**config.mk**
```make
export PLATFORM = sky130hd
export DESIGN_NAME = xout_window_accum
export DESIGN_NICKNAME = d
export VERILOG_FILES = /design/src/rtl/xout_window_accum_pkg.sv /design/src/rtl/xout_window_accum_window_counter.sv /design/src/rtl/xout_window_accum.sv
export SDC_FILE = /design/constraint.sdc
export NUM_CORES = 1
export LEC_CHECK = 0
export BUFFER_PORTS_ARGS = -buffer_cell sky130_fd_sc_hd__buf_4
export CORE_MARGIN = 2
export CORE_UTILIZATION = 39
export DETAILED_ROUTE_END_ITERATION = 7
export PLACE_DENSITY_LB_ADDON = 0.15
export SETUP_SLACK_MARGIN = 0.05
export SLEW_MARGIN = 0
export SYNTH_ARGS = -nofsm -noshare
export SYNTH_HDL_FRONTEND = slang
export SYNTH_HIERARCHICAL = 1
export SYNTH_SLANG_ARGS = --single-unit
```
**constraint.sdc**
```tcl
create_clock -name CLK -period 2.15 [get_ports CLK]
set_input_delay 0.215 -clock CLK [delete_from_list [all_inputs] [get_ports CLK]]
set_output_delay 0.215 -clock CLK [all_outputs]
set_load 0.01 [all_outputs]
```
**src/rtl/xout_window_accum_pkg.sv**
```systemverilog
// Shared types and helpers for the XOUT window accumulator.
package xout_pkg;

  // ACCUM: gathering samples of the current window.
  // HOLD:  a finished window total is waiting for the sink.
  typedef enum logic {
    ACCUM = 1'b0,
    HOLD  = 1'b1
  } state_t;

  // Width of the emitted-window counter; it wraps naturally.
  localparam int CNT_W = 16;

  // Sum width that holds n full-scale dw-bit samples without overflow.
  function automatic int sum_width(input int dw, input int n);
    return dw + $clog2(n);
  endfunction

endpackage

```
**src/rtl/xout_window_accum_window_counter.sv**
```systemverilog
// Sample index within the current window. The index wraps to zero on
// i_clear, and flags the first and the last sample position of a window.
module window_counter #(
  parameter int NSAMPLES = 4
) (
  input  logic i_clk,
  input  logic i_rst,
  input  logic i_advance,
  input  logic i_clear,
  output logic o_first,
  output logic o_last
);

  localparam int IW = (NSAMPLES > 1) ? $clog2(NSAMPLES) : 1;

  logic [IW-1:0] r_idx;

  // Index register: clear wins over advance so a closing sample restarts at 0.
  always_ff @(posedge i_clk) begin
    // NOTE: sequential state uses non-blocking assignments so every register
    // samples pre-edge values, independent of block ordering.
    if (i_rst) begin
      r_idx <= '0;
    end else if (i_clear) begin
      r_idx <= '0;
    end else if (i_advance) begin
      r_idx <= r_idx + IW'(1);
    end
  end

  assign o_first = (r_idx == '0);
  assign o_last  = (r_idx == IW'(NSAMPLES - 1));

endmodule

```
**src/rtl/xout_window_accum.sv**
```systemverilog
// Sums fixed windows of NSAMPLES accepted XOUT samples and presents each
// total on a valid/ready output. Sink backpressure stalls input acceptance.
// Optional feature: define XOUT_WINDOW_MINMAX_EN to add SUM_MIN/SUM_MAX,
// the smallest and largest sample of each emitted window.
module xout_window_accum
  import xout_pkg::*;
#(
  parameter int DW       = 8,
  parameter int NSAMPLES = 4,
  parameter int SW       = sum_width(DW, NSAMPLES)
) (
  input  logic             CLK,
  input  logic             RST,
  input  logic [DW-1:0]    DIN,
  input  logic             DIN_VALID,
  output logic             DIN_READY,
  output logic [SW-1:0]    SUM_OUT,
  output logic             SUM_VALID,
  input  logic             SUM_READY,
  output logic [CNT_W-1:0] SUM_CNT
`ifdef XOUT_WINDOW_MINMAX_EN
  ,
  output logic [DW-1:0]    SUM_MIN,
  output logic [DW-1:0]    SUM_MAX
`endif
);

  state_t           r_state;
  state_t           w_state_next;
  logic [SW-1:0]    r_acc;
  logic [SW-1:0]    r_sum;
  logic [CNT_W-1:0] r_sum_cnt;

  logic             w_accept;
  logic             w_handshake;
  logic             w_first;
  logic             w_last;
  logic             w_close;
  logic [SW-1:0]    w_din_ext;
  logic [SW-1:0]    w_total;

  // A held total blocks input unless the sink takes it this very cycle.
  assign SUM_VALID   = (r_state == HOLD);
  assign DIN_READY   = !SUM_VALID || SUM_READY;
  assign w_accept    = DIN_VALID && DIN_READY;
  assign w_handshake = SUM_VALID && SUM_READY;
  assign w_close     = w_accept && w_last;
  assign w_din_ext   = SW'(DIN);
  assign w_total     = r_acc + w_din_ext;

  window_counter #(
    .NSAMPLES (NSAMPLES)
  ) u_window_counter (
    .i_clk     (CLK),
    .i_rst     (RST),
    .i_advance (w_accept),
    .i_clear   (w_close),
    .o_first   (w_first),
    .o_last    (w_last)
  );

  // State register.
  always_ff @(posedge CLK) begin
    if (RST) begin
      r_state <= ACCUM;
    end else begin
      r_state <= w_state_next;
    end
  end

  // Next state: closing a window always (re)enters HOLD, even when the
  // previous total is consumed in the same cycle.
  always_comb begin
    // NOTE: default assignment first so no path leaves w_state_next unassigned
    // (which would infer a latch).
    w_state_next = r_state;
    case (r_state)
      ACCUM: begin
        if (w_close) begin
          w_state_next = HOLD;
        end
      end
      HOLD: begin
        if (w_close) begin
          w_state_next = HOLD;
        end else if (w_handshake) begin
          w_state_next = ACCUM;
        end
      end
      default: w_state_next = ACCUM;
    endcase
  end

  // Accumulator, registered window total and emitted-window counter.
  always_ff @(posedge CLK) begin
    if (RST) begin
      r_acc     <= '0;
      r_sum     <= '0;
      r_sum_cnt <= '0;
    end else begin
      if (w_accept) begin
        if (w_close) begin
          r_acc <= '0;
        end else if (w_first) begin
          r_acc <= w_din_ext;
        end else begin
          r_acc <= w_total;
        end
      end
      if (w_close) begin
        r_sum <= w_total;
      end
      if (w_handshake) begin
        r_sum_cnt <= r_sum_cnt + CNT_W'(1);
      end
    end
  end

  assign SUM_OUT = r_sum;
  assign SUM_CNT = r_sum_cnt;

`ifdef XOUT_WINDOW_MINMAX_EN
  logic [DW-1:0] r_min;
  logic [DW-1:0] r_max;
  logic [DW-1:0] r_sum_min;
  logic [DW-1:0] r_sum_max;
  logic [DW-1:0] w_min_next;
  logic [DW-1:0] w_max_next;

  // Running extremes including the current sample; the first sample seeds them.
  always_comb begin
    w_min_next = r_min;
    w_max_next = r_max;
    if (w_first) begin
      w_min_next = DIN;
      w_max_next = DIN;
    end else begin
      if (DIN < r_min) begin
        w_min_next = DIN;
      end
      if (DIN > r_max) begin
        w_max_next = DIN;
      end
    end
  end

  // Trackers follow accepted samples; emitted extremes load with SUM_OUT.
  always_ff @(posedge CLK) begin
    if (RST) begin
      r_min     <= '0;
      r_max     <= '0;
      r_sum_min <= '0;
      r_sum_max <= '0;
    end else begin
      if (w_accept) begin
        r_min <= w_min_next;
        r_max <= w_max_next;
      end
      if (w_close) begin
        r_sum_min <= w_min_next;
        r_sum_max <= w_max_next;
      end
    end
  end

  assign SUM_MIN = r_sum_min;
  assign SUM_MAX = r_sum_max;
`endif

endmodule
```
== After elaboration in Yosys (flattened, before gate mapping) ==
Index checks and enable logic that the tools add are counted.
Cells by class
  add/subtract/negate cells: 3
  multipliers: 0
  div/mod/pow operators: 0
  magnitude comparators: 0
  equality and inequality tests: 1
  shift-type cells: 0
  multiplexer cells: 6
  bitwise logic cells: 1
  reductions and logical operators: 7
Operators by type and width (count)
  $mux 10: 2
  $add 16x1->16 const B: 1
  $add 10x8->10: 1
  $logic_and 1x1->1: 3
  $mux 1: 3
  $add 2x1->2 const B: 1
  $eq 2x2->1 const B: 1
  $logic_not 2->1: 1
  $pmux 1 s2: 1
  $reduce_or 2->1: 1
  $logic_not 1->1: 1
  $logic_or 1x1->1: 1
  $not 1->1: 1
Storage, ports and cells
  register bits after elaboration: 39
  latch bits: 0
  memory bits (writable): 0
  ROM bits: 0
  input bits: 12
  output and inout bits: 28
  logic and storage cells: 23
  memories: 0

== Longest topological paths before layout ==
Gate-level depths: netlist of run 1.
  word-level depth: 6
  depth in mapped cells: 8
  depth with buffers taken out: 8

== Hierarchy ==
The synthesis of run 1 kept the hierarchy.
Modules (own cells, without submodules)
  xout_window_accum: instances 1, cells an instance 230, area an instance 1919.3 sq um, sequential area each 740.7 sq um
  window_counter: instances 1, cells an instance 10, area an instance 111.4 sq um, sequential area each 40.0 sq um

== Worst setup path after synthesis of run 1 ==
No wires, ideal clock.
  kind: register to register
  start point: register r_acc[0]
  end point: register r_acc[6]
  setup time: 0.091 ns
  arrival: 1.865 ns
  required time: 2.059 ns
  slack: 0.194 ns
  stages on the path, launching flop included: 9
  buffers on the path: 0
  period minus slack after synthesis: 1.956 ns
  cell sequence: dfxtp_1 ha_1 inv_1 fa_1 nand2b_1 a21oi_2 nor2b_1 or4_1 a311oi_1
Between the ends
  cells in the longest elaborated chain, start to end: 3
Ends and longest elaborated chain
  start: declaration: RTL line xout_window_accum.sv:30  | logic [SW-1:0] r_acc;
  start signal: assignment: RTL line xout_window_accum.sv:105  | r_acc <= w_din_ext;
  start signal: assignment: RTL line xout_window_accum.sv:107  | r_acc <= w_total;
  $add 10x8->10: RTL line xout_window_accum.sv:49  | assign w_total = r_acc + w_din_ext;
  $mux 10: RTL line xout_window_accum.sv:104  | end else if (w_first) begin
  $mux 10: RTL line xout_window_accum.sv:102  | if (w_close) begin
Every way passes these cells.
A chain may end at the register's enable or synchronous reset.

== Final worst setup path of run 1 ==
Ends and elaborated chain as after synthesis.

==> impl_metrics.yaml, run 1 <==
outcome:
  status: "complete, no violations"
logic_synthesis:
  synthArstFlopShare_pct: 0
  synth_top_cell_area_share_pct: 38.4
  synthesis.area_mm2: 0.00203
  syn_area_per_cell_um2: 8.46
  synth_flop_cell: "dfxtp_1"
  netlist_instances: 240
  yosysTopAreaCell: "dfxtp_1"
  synth_seq_cells: 39
  syn-num-nets: 264
  ys_types: 44
  synthTopCellsByArea: "dfxtp_1 38%, ha_1 6.8%, xor2_1 6.0%"
  yosysWarningCount: 6
  netlist_top_cells_count: "39 x dfxtp_1, 29 x nor2_1, 21 x nand2_1"
  synth_edf_count: 0
  yosysMostFrequentCell: "dfxtp_1"
  seq_area_frac_synth_pct: 38.4
timing:
  fmax_ghz: 0.512
  finClkSkew_ns: 0.00663
  hold_viol_final: 0
  min_period_ns: 1.95
  tightest_slew_ns: 0.501
  period_share_pct: 90.8
  maxSlewViolCount: 0
  max_slew_margin_pct: 66.6
  tns_ns: 0
  setup_viol: 0
  rsz0062_at_grt: "no"
routing:
  ant_nets: 0
  vias: 1771
  wl_met3_um: 234
  met1Wirelength_um: 2340
  drc: 0
  drt_pass1_iterations: 4
  wire_per_inst_um: 12.9
  met2_length_um: 1920
  drt_iter0_drc: 81
  dr.max_layer_used: "met4"
  wirelength_um: 4560
  via_per_inst: 5.02
pwr:
  p_per_area_mw_per_mm2: 655
  ir_worst_vdd_uv: 452
  leakagePower_uw: 0.00106
die:
  initial_core_util_pct: 40.0
  core_area_mm2: 0.00507
  rows: 26
  die_width_um: 76.2
  fp.dieH_um: 76.2
  fp.dieArea_mm2: 0.00580
  ios: 40
global_route:
  first_global_vias: 1561
  grt_max_degree: 51
  antenna_found_initial: 0
  grt_pass1_wl_um: 7620
  grtUsageTotal_pct: 16.2
  grt_overflow: 0
setup_path:
  cp-end-kind: "flop"
  required_ns: 2.36
  critical_path_class: "reg -> reg"
  crit_path_start_kind: "flop"
  reg2reg_to: "r_acc[6]$_SDFFE_PP0P_"
  r2r_cells: 8
  crit_path_start: "r_acc[0]$_SDFFE_PP0P_"
  rr_startpoint: "r_acc[0]$_SDFFE_PP0P_"
  critical_path_arrival_ns: 2.16
  r2r_setup_slack_ns: 0.20
  worstPathMaxFanout: 3
clocking:
  cts_tree: "yes"
  cts_root_buf: "clkbuf_8"
  h-tree-depth: 2
  cts_sinks: 39
  clock_path_buffers: 2
  postCtsSetupRepairBufs: 0
  cts.clk_slew.worst_paths_ns: 0.08
  numCtsBuffers: 5
  cts_hold_buf: 0
  clock_latency_ns: 0.29
place:
  post-dp-hpwl_um: 3290
  port_buffers: 39
  finalWeightedCongestion: 0.812
worst_hold_path:
  min_to: "SUM_CNT[1]$_SDFFE_PP0P_"
  whs_path_depth: 3
  hold_class: "in -> reg"
  hp-start: "SUM_READY"
final_layout:
  drive_above_1_share_pct: 23.0
  nets: 306
  fin_util_pct: 50.6
  seq_area_um2: 782
  multi_input_area_mm2: 0.00122
  fillers: 514
  areaGrowthSynthToFinish_pct: 26.4
  antenna_cells: 0
run:
  cap_violations: 0
state kept, by name (all words and copies together) (netlist names):
signal and flops:
SUM_OUT 10, SUM_CNT 16, SUM_VALID 1, r_acc 10, u_window_counter/r_idx 2
report_power, final:
group	switching, uW	total [uW]	leakage, uW	internal (uW)
Combinational	174	303	0.000689	129
Sequential	15.6	762	0.000316	746
Clock	270	616	0.0000581	346
layout by cell type, fill, tap and decap left out, types with 2 or more instances in the layout:
cell	count
clkbuf_8	5
a31oi_1	2
ha_1	10
nand3b_1	5
nor3_1	8
nand3_1	11
nand2b_1	2
xnor2_1	7
buf_4	44
nor2b_1	2
nor3_2	2
nand2_1	21
o31ai_1	2
a21o_1	2
mux2i_1	4
nor4_1	3
inv_1	9
and3_1	3
a21oi_1	20
nor3b_1	2
a211oi_1	2
nand4_1	4
or3_1	3
xor2_1	14
o211ai_1	3
nor2_1	29
o22ai_1	2
o21ai_0	2
dfxtp_1	38
final cells by class:
cell class | instances | area share (%)
Timing Repair Buffer | 44 | 12.9
Clock buffer | 5 | 2.68
Clock inverter | 3 | 1.71
Tap cell | 70 | 3.41
Multi-Input combinational cell | 182 | 47.4
Sequential cell | 39 | 30.5
Inverter | 10 | 1.46
critical path, cell delays in order, from the launching register on:
cell	delay, ns
dfxtp_2	0.35
ha_4	0.13
inv_1	0.05
fa_2	0.35
nand2b_4	0.16
a21oi_4	0.13
nor2b_2	0.07
or4_4	0.42
a311oi_2	0.19
through the flow:
stage	instance area, um2	setup slack, ns	cells	total power, uW	hold WS, ns
final	2570	0.197	353	1680	0.218
after global routing	2570	0.0889	353	1770	0.212
after CTS	2540	0.110	353	1690	0.209
after detailed placement	2410	0.00938	345	1070	0.451
after global placement	2410	0.112	345	1070	0.445
after floorplan	2030	0.194	240	982	0.286
how the worst max path moves through the flow:
stage	end	slack, ns
2_1_floorplan	r_acc[6]$_SDFFE_PP0P_	0.19
3_3_place_gp	r_acc[6]$_SDFFE_PP0P_	0.11
3_5_place_dp	r_acc[6]$_SDFFE_PP0P_	0.009
4_1_cts	r_acc[6]$_SDFFE_PP0P_	0.11
5_1_grt	r_acc[6]$_SDFFE_PP0P_	0.09
6_report	r_acc[6]$_SDFFE_PP0P_	0.20
metal layers:
| metal | up-vias | global-route usage [%] |
|---|---|---|
| li1 | 930 | - |
| met1 | 791 | 22.7 |
| met2 | 43 | 24.3 |
| met3 | 7 | 4.38 |
| met4 | 0 | 5.45 |
| met5 | - | 0 |
timing repair:
item / 4_1_cts / 5_1_grt
gates resized for setup: 3 / 6
cloned: 0 / 0
endpoints found under the setup margin: 1 / 1
logic make-up after synthesis:
| group | share of synthesized area [%] |
|---|---|
| flops | 38.4 |
| simple gates | 26.1 |
| buf+inv | 3.70 |
| fa+ha+maj | 7.76 |
| xor+xnor | 9.06 |
| compound gates | 13.0 |
| mux | 1.97 |
Power figures use the tool's default switching activity.
==> run 2, diff against run 1 <==
==> constraint.sdc (replaced) <==
create_clock -name CLK -period 2.15 [get_ports CLK]
set_input_delay 0.43 -clock CLK [delete_from_list [all_inputs] [get_ports CLK]]
set_output_delay 0.43 -clock CLK [all_outputs]
set_load 0.01 [all_outputs]
==> run 2 against run 1 <==
  * Core utilization is 0.64 points higher
  * Highest routed layer unchanged
  * Register-to-register slack hardly changed
  * Setup slack worse by 0.0074 ns
  * Critical path type unchanged
==> impl_metrics.yaml, run 2 (same netlist as run 1, synthesis figures left out) <==
clocking:
  cts.clk_slew.worst_paths_ns: 0.08
  cts_tree: "yes"
  clock_latency_ns: 0.29
  numCtsBuffers: 5
  cts_root_buf: "clkbuf_8"
  h-tree-depth: 2
  cts_sinks: 39
  clock_path_buffers: 2
  postCtsSetupRepairBufs: 0
routing:
  drt_iter0_drc: 74
  vias: 1815
  drc: 0
  wirelength_um: 4550
  via_per_inst: 5.04
  wire_per_inst_um: 12.6
  ant_nets: 0
  drt_pass1_iterations: 4
place:
  port_buffers: 39
  post-dp-hpwl_um: 3310
  finalWeightedCongestion: 0.770
  dp.cells: 352
  place_area_mm2: 0.00246
timing:
  holdWs_ns: 0.446
  min_period_ns: 1.96
  tns_ns: 0
  fmax_ghz: 0.510
  rsz0062_at_grt: "no"
  hold_viol_final: 0
  finClkSkew_ns: 0.00775
  tightest_slew_ns: 0.501
  max_slew_margin_pct: 66.3
  period_share_pct: 91.2
  setup_viol: 0
  maxSlewViolCount: 0
setup_path:
  crit_path_start_kind: "flop"
  r2r_setup_slack_ns: 0.19
  critical_path_arrival_ns: 2.16
  required_ns: 2.35
  reg2reg_to: "r_acc[6]$_SDFFE_PP0P_"
  worstPathMaxFanout: 2
  rr_startpoint: "r_acc[0]$_SDFFE_PP0P_"
  critical_path_class: "reg -> reg"
  r2r_cells: 8
  cp-end-kind: "flop"
pwr:
  total_power_uw: 1690
  pwr-share-seq_pct: 44.9
  ir_worst_vdd_uv: 438
  power_switching_uw: 458
  p_per_area_mw_per_mm2: 651
  leakagePower_uw: 0.00109
  swShare_pct: 27.0
  internal_power_uw: 1240
  p_clk_share_pct: 36.2
  power_frac_comb_pct: 18.9
global_route:
  first_global_vias: 1621
  grt_max_degree: 51
  grt_most_used_layer: "met2"
  grt_util_met2_pct: 25.3
  grtUsageTotal_pct: 16.6
  grt_overflow: 0
  use_met1_pct: 23.6
  met3_usage_pct: 4.03
  antenna_found_initial: 0
  grt_pass1_wl_um: 7880
final_layout:
  mostFrequentLayoutCell: "buf_4"
  nets: 313
  seq_area_um2: 781
  finalNonFillerCells: 360
  final_cell_area_mm2: 0.00260
  drive_above_1_share_pct: 23.4
  multi_input_area_mm2: 0.00120
  antenna_cells: 0
  fillers: 514
  largest_reg_flops: 16
  areaGrowthSynthToFinish_pct: 28.0
  final_cell_mix: "51 x buf_4, 39 x dfxtp_1, 29 x nor2_1, 21 x nand2_1, 20 x a21oi_1"
die:
  fp.dieArea_mm2: 0.00580
  initial_core_util_pct: 40.0
  core_area_mm2: 0.00507
  die_width_um: 76.2
  ios: 40
  fp.dieH_um: 76.2
  rows: 26
worst_hold_path:
  whs_path_depth: 3
  min_to: "SUM_CNT[1]$_SDFFE_PP0P_"
  hp-start: "SUM_READY"
  hold_class: "in -> reg"
outcome:
  status: "complete, no violations"
run:
  cap_violations: 0
[run 2: cell types whose count changed in the layout (fill, tap and decap cells not counted), sizes merged]
cell / delta
buf: +7
[run 2: cell type report]
class | instances | share of cell area [%]
Timing Repair Buffer | 51 | 14.7
Tap cell | 70 | 3.37
Inverter | 10 | 1.44
Sequential cell | 39 | 30.0
Multi-Input combinational cell | 182 | 46.1
Clock buffer | 5 | 2.65
Clock inverter | 3 | 1.68
[run 2: power groups by stage]
stage / combinational [uW] / clock [uW] / sequential (uW)
2_1_floorplan: 206 / 0 / 775
4_1_cts: 313 / 636 / 760
5_1_grt: 361 / 674 / 763
3_5_place_dp: 312 / 0 / 777
6_report: 321 / 612 / 760
3_3_place_gp: 312 / 0 / 777
[run 2: worst max-delay path by stage]
stage / cells after the start / end / start
final: 8 / r_acc[6]$_SDFFE_PP0P_ / r_acc[0]$_SDFFE_PP0P_
after global routing: 8 / r_acc[6]$_SDFFE_PP0P_ / r_acc[0]$_SDFFE_PP0P_
after CTS: 8 / r_acc[6]$_SDFFE_PP0P_ / r_acc[0]$_SDFFE_PP0P_
after detailed placement: 9 / r_acc[6]$_SDFFE_PP0P_ / DIN[0]
after global placement: 9 / r_acc[6]$_SDFFE_PP0P_ / DIN[0]
after floorplan: 8 / r_acc[6]$_SDFFE_PP0P_ / DIN[0]
[run 2: critical path, stage by stage (launching register included)]
cell      delay, ns
dfxtp_1        0.34
ha_1           0.16
inv_1          0.06
fa_2           0.34
nand2b_4       0.16
a21oi_4        0.15
nor2b_1        0.06
or4_1          0.41
a311oi_2       0.20
[run 2: metrics by stage]
step | utilization [%] | setup WS, ns
floorplan | - | 0.0805
global placement | 48.5 | -0.0237
detailed placement | 48.5 | -0.0802
CTS | 50.8 | 0.112
global route | 51.2 | 0.0473
finish | 51.2 | 0.189
[run 2: timing repair]
action | 4_1_cts | 5_1_grt
setup endpoints to repair | 0 | 1
hold endpoints to repair | 0 | 0
hold buffers | 0 | 0
resized for setup | 0 | 4
[run 2: per-layer routing]
metal | part of all wire (%) | up-vias
li1 | - | 935
met1 | 53 | 845
met2 | 43 | 33
met3 | 3.9 | 2
met4 | 0.33 | 0
met5 | 0 | -
